**config.mk**
```make
export PLATFORM = sky130hd
export DESIGN_NAME = nes_controller_sim
export DESIGN_NICKNAME = d
export VERILOG_FILES = /design/src/rtl/nes_controller_sim_pkg.sv /design/src/rtl/nes_controller_sim.sv
export SDC_FILE = /design/constraint.sdc
export NUM_CORES = 1
export LEC_CHECK = 0
export ABC_AREA = 0
export BUFFER_PORTS_ARGS = -buffer_cell sky130_fd_sc_hd__buf_4
export CORE_AREA = 3 3 40 42
export CTS_CLUSTER_SIZE = 28
export DETAILED_ROUTE_END_ITERATION = 12
export DIE_AREA = 0 0 43 45
export HOLD_SLACK_MARGIN = 0.15
export PLACE_DENSITY = 0.62
export SKIP_CTS_REPAIR_TIMING = 1
export SYNTH_ARGS = -nofsm -noshare
export SYNTH_HDL_FRONTEND = slang
export SYNTH_SLANG_ARGS = --single-unit
```
**constraint.sdc**
```tcl
create_clock -name clk -period 2.95 [get_ports clk]
set_clock_uncertainty 0.15 [all_clocks]
set_input_delay 0.59 -clock clk [delete_from_list [all_inputs] [get_ports clk]]
set_output_delay 0.59 -clock clk [all_outputs]
set_load 0.05 [all_outputs]
```
**src/rtl/nes_controller_sim_pkg.sv**
```systemverilog
// Shared constants and types for the NES joypad model: button bit
// positions within the latched vector and the default pad width.
package nes_ctrl_pkg;

    // Standard NES pad bit order; bit 0 is shifted out first.
    localparam int BTN_A      = 0;
    localparam int BTN_B      = 1;
    localparam int BTN_SELECT = 2;
    localparam int BTN_START  = 3;
    localparam int BTN_UP     = 4;
    localparam int BTN_DOWN   = 5;
    localparam int BTN_LEFT   = 6;
    localparam int BTN_RIGHT  = 7;

    localparam int NUM_BTNS = 8;

    typedef logic [7:0] btn_vec_t;

endpackage

```
**src/rtl/nes_controller_sim.sv**
```systemverilog
// NES joypad model: 4021-style parallel-in/serial-out shift register.
// strobe high continuously reloads the register from the live buttons;
// each falling edge of rd (with strobe low) shifts one bit toward data,
// backfilling with FILL_BIT so reads past the last button return FILL_BIT.
module nes_controller_sim #(
    parameter int   NUM_BTNS    = nes_ctrl_pkg::NUM_BTNS,
    parameter logic FILL_BIT    = 1'b1,
    parameter logic INVERT_DATA = 1'b0
) (
    input  logic                clk,
    input  logic                rst,
    input  logic                strobe,
    input  logic                rd,
    input  logic [NUM_BTNS-1:0] btns,
    output logic                data
);

    import nes_ctrl_pkg::*;

    logic [NUM_BTNS-1:0] shreg;
    logic                rd_q;
    logic                shift_en;

    // A read completes on the falling edge of rd, so a long rd pulse still
    // advances the register exactly once and the bit stays put while rd is high.
    assign shift_en = rd_q & ~rd;

    // Load dominates shift; reset is asynchronous so it clears mid-sequence.
    // NOTE: non-blocking assignments here so every register samples pre-edge
    // values; blocking would let rd_q update before shift_en is evaluated.
    always_ff @(posedge clk or posedge rst) begin
        if (rst) begin
            shreg <= '0;
            rd_q  <= 1'b0;
        end else begin
            rd_q <= rd;
            if (strobe) begin
                shreg <= btns;
            end else if (shift_en) begin
                shreg <= {FILL_BIT, shreg[NUM_BTNS-1:1]};
            end
        end
    end

    // Current bit is purely combinational from state: visible in rd's first cycle.
    assign data = shreg[BTN_A] ^ INVERT_DATA;

endmodule

```
Word-level counts from Yosys, hierarchy flattened
Index checks and enable logic that the tools add are counted.

Output and inout port bits: 1. Word-level logic and storage cells: 7. Bits in registers: 9. Bits of input ports: 12.

Mux-type cells: 2. Bitwise logic cells: 2. Reductions and logical operators: 1.

Operators by type and width (number): 8-bit 2-to-1 mux (2); 2-bit nonzero test (1); 1-bit AND (1); 1-bit NOT (1).

Logic depth before layout (Yosys ltp)
Gate-level depths: netlist (run 1).

Depth after elaboration: 4. Gate-level depth with buffers: 3.

Worst setup path after synthesis (run 1)
No wires, ideal clock.

Path type: input to register. From: in rd. To: reg shreg[0]. Setup time: 0.126 ns. Path slack: 1.554 ns. Arrival time: 1.120 ns. Cell stages on the path: 3. Data required time: 2.674 ns. Path through: nand2b_1 > buf_6 > a221o_1.

Longest elaborated chain between the ends: 3.

Ends and longest elaborated chain: start, declared (line nes_controller_sim.sv:13) `input logic rd,`; 1-bit NOT (line nes_controller_sim.sv:26) `assign shift_en = rd_q & ~rd;`; 1-bit AND (line nes_controller_sim.sv:26); 2-bit nonzero test (no source line); end signal, assigned (line nes_controller_sim.sv:38) `shreg <= btns;`; end signal, assigned (line nes_controller_sim.sv:40) `shreg <= {FILL_BIT, shreg[NUM_BTNS-1:1]};`; end, declared (line nes_controller_sim.sv:20) `logic [NUM_BTNS-1:0] shreg;`.

No other way between the ends. A chain may end at the register's enable or synchronous reset.

Worst setup path after layout (run 1)
From: reg shreg[0]. To: out data.

RTL lines: end, declared (line nes_controller_sim.sv:15) `output logic data`.

No word-level cell between the ends.

==> impl_metrics.py, run 1 <==
metrics = {
    "yosys": {
        "synthArstFlopShare_pct": 100,
        "syn-num-nets": 50,
        "syn_inst": 38,
        "synth_edf_count": 0,
        "seq_area_frac_synth_pct": 49.5,
        "synth.most_common_cell": "dfrtp_1",
        "yosys_most_used_dff": "dfrtp_1",
        "synth_cell_types": 10,
        "syn_avg_cell_area_um2": 12.0,
        "synthesis.area_um2": 455,
        "ys_seq_elements": 9,
        "synth_common_cells": "9 x dfrtp_1, 8 x nor2b_1, 7 x a221o_1, 7 x nor4bb_1, 2 x buf_2",
        "yosysTopAreaCell": "dfrtp_1",
        "yosysWarnings": 0,
        "synth_area_leaders": "dfrtp_1 49%, a221o_1 15%, nor4bb_1 15%",
        "yosysTopAreaCellShare_pct": 49.5,
    },
    "power": {
        "p_leak_nw": 0.253,
        "vdd_drop_max_v": 0.000190,
        "p_total_mw": 0.291,
        "p_per_area_nw_per_um2": 512,
    },
    "global_route": {
        "antenna_found_initial": 0,
        "grt_max_degree": 24,
        "grt.overflow.total": 0,
        "grtUsageTotal_pct": 12.0,
        "grt_pass1_vias": 354,
        "grt_pass1_wl_mm": 1.66,
    },
    "sta": {
        "finalHoldViolCount": 0,
        "post-route-min-period_ps": 1560,
        "finalCritPeriodShare_pct": 53.0,
        "slew_headroom_pct": 76.7,
        "finalSetupViolCount": 0,
        "setup_ws_ps": 1390,
        "maxSlewViolCount": 0,
        "worst_slew_pin_slew_ps": 349,
        "rsz0062_at_grt": "no",
        "fin_hold_ws_ps": 139,
        "final.setup.tns_ps": 0,
        "timing.fmax_mhz": 639,
    },
    "floorplan": {
        "die_h_um": 45,
        "fp-row-count": 13,
        "design.core.area_um2": 1280,
        "initial_core_util_pct": 35.4,
        "die_area_um2": 1940,
        "die-width_um": 43,
        "boundaryPins": 13,
    },
    "setup_path": {
        "start_kind": "flop",
        "worstPathCellList": "buf_4",
        "cp_num_buf_inv": 1,
        "worstSetupPathType": "flop to output port",
        "r2r-end": "shreg[6]",
        "cp-startpoint": "shreg[0]",
        "required_ps": 2210,
        "reg2reg_depth": 2,
        "worstSetupEndpointType": "output port",
        "rrSetupSlack_ps": 1630,
        "critical_path_arrival_ps": 820,
        "crit_slowest_cell": "dfrtp_1",
        "path_max_fanout": 2,
        "crit_family": "flip-flops",
        "r2r_start": "rd_q",
        "critPathMaxStageDelay_ps": 370,
    },
    "cts": {
        "numCtsBuffers": 3,
        "cts_max_path_buffers": 2,
        "clk_pin_slew_ps": 60,
        "cts_sinks": 9,
        "root_buffer": "clkbuf_4",
        "cts_tree": "done",
        "clock_latency_ps": 260,
        "ctsHtreeMaxLevel": 1,
    },
    "route": {
        "dr.first_iter.drc_count": 5,
        "drc_errors": 0,
        "drtAntennaViolNets": 0,
        "first_pass_iters": 4,
        "wl_mm": 1.03,
        "routed_via_density": 5.47,
        "routedWlPerCell_um": 15.5,
        "vias": 361,
    },
    "place": {
        "port_buffers": 12,
        "gp_congestion": 0.698,
        "dp_slack_ps": 1300,
    },
    "cells_and_area": {
        "fillerInstances": 122,
        "nNetsFinal": 64,
        "diodes": 0,
        "layout-drive-gt1-share_pct": 29.4,
        "syn2layout_area_growth_pct": 25.0,
    },
    "worst_hold_path": {
        "hp-class": "primary input to asynchronous set/reset pin",
    },
    "run_status": {
        "status": "complete, no violations",
    },
    "run": {
        "drv_cap": 0,
    },
}
## where the power goes
group	leakage (nW)	switching [mW]	internal (mW)
Combinational	0.130	0.0238	0.0293
Clock	0.0150	0.0446	0.0522
Sequential	0.108	0.00607	0.135
## layer usage
layer  up-vias  track usage, %  part of all wire [%]
met5         -               0                     0
met4         0            5.42                     0
met3         0            5.58                   9.0
met2        15            18.3                    45
met1       173            14.6                    45
li1        173               -                     -
## stage by stage
| step | std cells | area, um2 | util (%) |
|---|---|---|---|
| 2_1_floorplan | 38 | 455 | - |
| 6_report | 66 | 569 | 44.3 |
| 4_1_cts | 66 | 569 | 44.3 |
| 5_1_grt | 66 | 569 | 44.3 |
| 3_3_place_gp | 62 | 543 | 42.3 |
| 3_5_place_dp | 62 | 543 | 42.3 |
## how the worst max path moves through the flow
stage / endpoint / slack, ps / cells past startpoint
after floorplan: shreg[0] / 1550 / 3
after global placement: shreg[6] / 1340 / 3
after detailed placement: shreg[0] / 1300 / 3
after CTS: data / 1380 / 1
after global routing: data / 1350 / 1
final: data / 1390 / 1
## layout make-up
cell class | count | area (um2) | share of cell area [%]
well taps | 15 | 18.8 | 3.30
clock buffers | 4 | 26.3 | 4.62
inverters | 1 | 3.75 | 0.659
flip-flops and latches | 9 | 225 | 39.6
multi-input cells | 25 | 205 | 36.0
repair buffers | 12 | 90.1 | 15.8
## cell usage in the layout (no fill, tap or decap)
| cell type | netlist | final |
|---|---|---|
| nor4bb_1 | 7 | 7 |
| inv_1 | 1 | 1 |
| nand2b_1 | 1 | 1 |
| nor2b_1 | 8 | 8 |
| a21oi_1 | 1 | 1 |
| dfrtp_1 | 9 | 9 |
| nor2_1 | 1 | 1 |
| a221o_1 | 7 | 7 |
| clkbuf_1 | 0 | 1 |
| clkbuf_4 | 0 | 3 |
| buf_4 | 0 | 12 |
## flip-flops by register name, indices dropped and copies added, names as in the netlist
register and cells:
shreg 8, rd_q 1
## cells by family (layout without fill, tap and decap cells)
group / after synthesis / in the layout / synth area share [%]
buf+inv: 4 / 17 / 5.49
flops: 9 / 9 / 49.5
simple gates: 17 / 17 / 28.6
compound gates: 8 / 8 / 16.5
Power figures use the tool's default switching activity.
==> run 2, diff against run 1 <==
--- a/config.mk
+++ b/config.mk
@@ -5,14 +5,14 @@
 export SDC_FILE = /design/constraint.sdc
 export NUM_CORES = 1
 export LEC_CHECK = 0
-export ABC_AREA = 0
+export ABC_AREA = 1
 export BUFFER_PORTS_ARGS = -buffer_cell sky130_fd_sc_hd__buf_4
 export CORE_AREA = 3 3 40 42
 export CTS_CLUSTER_SIZE = 28
 export DETAILED_ROUTE_END_ITERATION = 12
 export DIE_AREA = 0 0 43 45
 export HOLD_SLACK_MARGIN = 0.15
-export PLACE_DENSITY = 0.62
+export PLACE_DENSITY = 0.64
 export SKIP_CTS_REPAIR_TIMING = 1
 export SYNTH_ARGS = -nofsm -noshare
 export SYNTH_HDL_FRONTEND = slang
==> constraint.sdc (replaced) <==
create_clock -name clk -period 1.5 [get_ports clk]
set_clock_uncertainty 0.15 [all_clocks]
set_input_delay 0.3 -clock clk [delete_from_list [all_inputs] [get_ports clk]]
set_output_delay 0.3 -clock clk [all_outputs]
set_load 0.05 [all_outputs]
==> run 2 against run 1 <==
Compared with the run above:
- combinational power is 130% higher
- largest cell class unchanged
- clock-buffer cell count unchanged
- setup slack worse by 1200 ps
- critical path type unchanged
- routed wire length decreased by 15%
- highest routed layer is now met4
==> impl_metrics.py, run 2 <==
metrics = {
    "run_status": {
        "status": "complete, no violations",
    },
    "route": {
        "wl_met2_um": 429,
        "routedWlPerCell_um": 9.39,
        "vias": 416,
        "drtAntennaViolNets": 0,
        "wl_um": 873,
        "met3_length_um": 29,
        "drc_errors": 0,
        "top_layer": "met4",
        "routed_via_density": 4.47,
        "drt-met1-wl_um": 388,
        "first_pass_iters": 4,
        "dr.first_iter.drc_count": 8,
    },
    "yosys": {
        "synth_cell_types": 9,
        "synthesis.area_um2": 479,
        "yosysTopAreaCell": "dfrtp_1",
        "seq_area_frac_synth_pct": 47.0,
        "yosys_most_used_dff": "dfrtp_1",
        "synthArstFlopShare_pct": 100,
        "synth.most_common_cell": "nand2_1",
        "syn_inst": 62,
        "synth_area_leaders": "dfrtp_1 47%, nand2_1 28%, nand3_1 7.3%",
        "yosysTopAreaCellShare_pct": 47.0,
        "ys_seq_elements": 9,
        "syn-num-nets": 74,
        "syn_avg_cell_area_um2": 7.73,
        "synth_common_cells": "36 x nand2_1, 9 x dfrtp_1, 7 x nand3_1, 3 x inv_1, 3 x nand2_2",
        "synth_edf_count": 0,
        "yosysWarnings": 0,
    },
    "global_route": {
        "grt_pass1_vias": 397,
        "grt.overflow.total": 0,
        "grt_pass1_wl_mm": 1.54,
        "grtUsageTotal_pct": 11.0,
        "grt_max_degree": 16,
        "antenna_found_initial": 0,
    },
    "sta": {
        "worst_slew_pin_slew_ps": 344,
        "slew_headroom_pct": 77.0,
        "setup_ws_ps": 223,
        "finalSetupViolCount": 0,
        "timing.fmax_mhz": 783,
        "rsz0062_at_grt": "no",
        "finalCritPeriodShare_pct": 85.1,
        "final.setup.tns_ps": 0,
        "finalHoldViolCount": 0,
        "post-route-min-period_ps": 1280,
        "maxSlewViolCount": 0,
    },
    "worst_hold_path": {
        "hp-class": "primary input to flop",
    },
    "run": {
        "drv_cap": 0,
    },
    "setup_path": {
        "start_kind": "flop",
        "crit_slowest_cell": "dfrtp_1",
        "path_max_fanout": 2,
        "cp_num_buf_inv": 1,
        "required_ps": 1050,
        "worstSetupPathType": "flop to output port",
        "worstSetupEndpointType": "output port",
        "critPathMaxStageDelay_ps": 380,
        "crit_family": "flip-flops",
        "worstPathCellList": "buf_4",
        "critical_path_arrival_ps": 830,
    },
    "floorplan": {
        "initial_core_util_pct": 37.3,
        "die-width_um": 43,
        "die_h_um": 45,
        "boundaryPins": 13,
        "design.core.area_um2": 1280,
        "die_area_um2": 1940,
        "fp-row-count": 13,
    },
    "cts": {
        "clk_pin_slew_ps": 60,
        "numCtsBuffers": 3,
        "cts_sinks": 9,
        "cts_tree": "done",
        "cts_max_path_buffers": 2,
        "ctsHtreeMaxLevel": 1,
        "root_buffer": "clkbuf_4",
        "clock_latency_ps": 260,
    },
    "cells_and_area": {
        "layout_commonest_cell": "nand2_1",
        "final_cell_mix": "36 x nand2_1, 12 x buf_4, 9 x dfrtp_1, 7 x nand3_1",
        "nNetsFinal": 91,
        "biggestRegsByFlops": "shreg: 8 flops, rd_q: 1 flops",
        "layout-drive-gt1-share_pct": 25.6,
        "syn2layout_area_growth_pct": 25.8,
        "final_core_util_pct": 46.9,
        "diodes": 0,
        "top_register": "shreg",
        "largest_register_ffs": 8,
    },
    "power": {
        "p_leak_nw": 0.351,
        "p_per_area_nw_per_um2": 986,
        "vdd_drop_max_v": 0.000508,
    },
    "place": {
        "port_buffers": 12,
        "dp_hpwl_um": 643,
        "dp_slack_ps": 334,
        "gp_congestion": 0.833,
    },
}
## run 2: cells by family after synthesis
| logic type | synth area share [%] |
|---|---|
| buf+inv | 11.2 |
| simple gates | 41.8 |
| flops | 47.0 |
## run 2: metal layers
metal / GRT usage (%) / vias up
li1: - / 220
met1: 12.7 / 183
met2: 17.7 / 8
met3: 2.39 / 5
met4: 9.04 / 0
met5: 0 / -
## run 2: where the power goes
group          switching, mW  leakage, nW  internal (mW)
clock network         0.0850       0.0150          0.103
logic                 0.0675        0.227         0.0529
registers             0.0152        0.110          0.271
total                  0.168        0.351          0.427
## run 2: final timing paths
| check | startpoint | endpoint | slack, ps | depth (start not counted) |
|---|---|---|---|---|
| max in group asynchronous | rst | shreg[2] | 550 | 3 |
| hold / removal | btns[7] | shreg[7] | 160 | 5 |
| setup / recovery | shreg[0] | data | 220 | 1 |
| min in group asynchronous | rst | shreg[3] | 400 | 3 |
| hold reg to reg | shreg[7] | shreg[7] | 330 | 2 |
| setup reg to reg | rd_q | shreg[3] | 410 | 4 |
## run 2: through the flow
| stage | power [mW] | instance area, um2 | std cells | hold WS, ps |
|---|---|---|---|---|
| 3_3_place_gp | 0.409 | 557 | 87 | 132 |
| 2_1_floorplan | 0.375 | 479 | 62 | -22.1 |
| 5_1_grt | 0.635 | 603 | 93 | 208 |
| 3_5_place_dp | 0.410 | 557 | 87 | 133 |
| 6_report | 0.594 | 603 | 93 | 156 |
| 4_1_cts | 0.599 | 583 | 91 | -147 |
## run 2: area by class of cell
type	instances	area (um2)
fillers	135	682
well taps	15	18.8
flip-flops and latches	9	225
multi-input cells	47	200
inverters	4	22.5
repair buffers	14	110
clock buffers	4	26.3
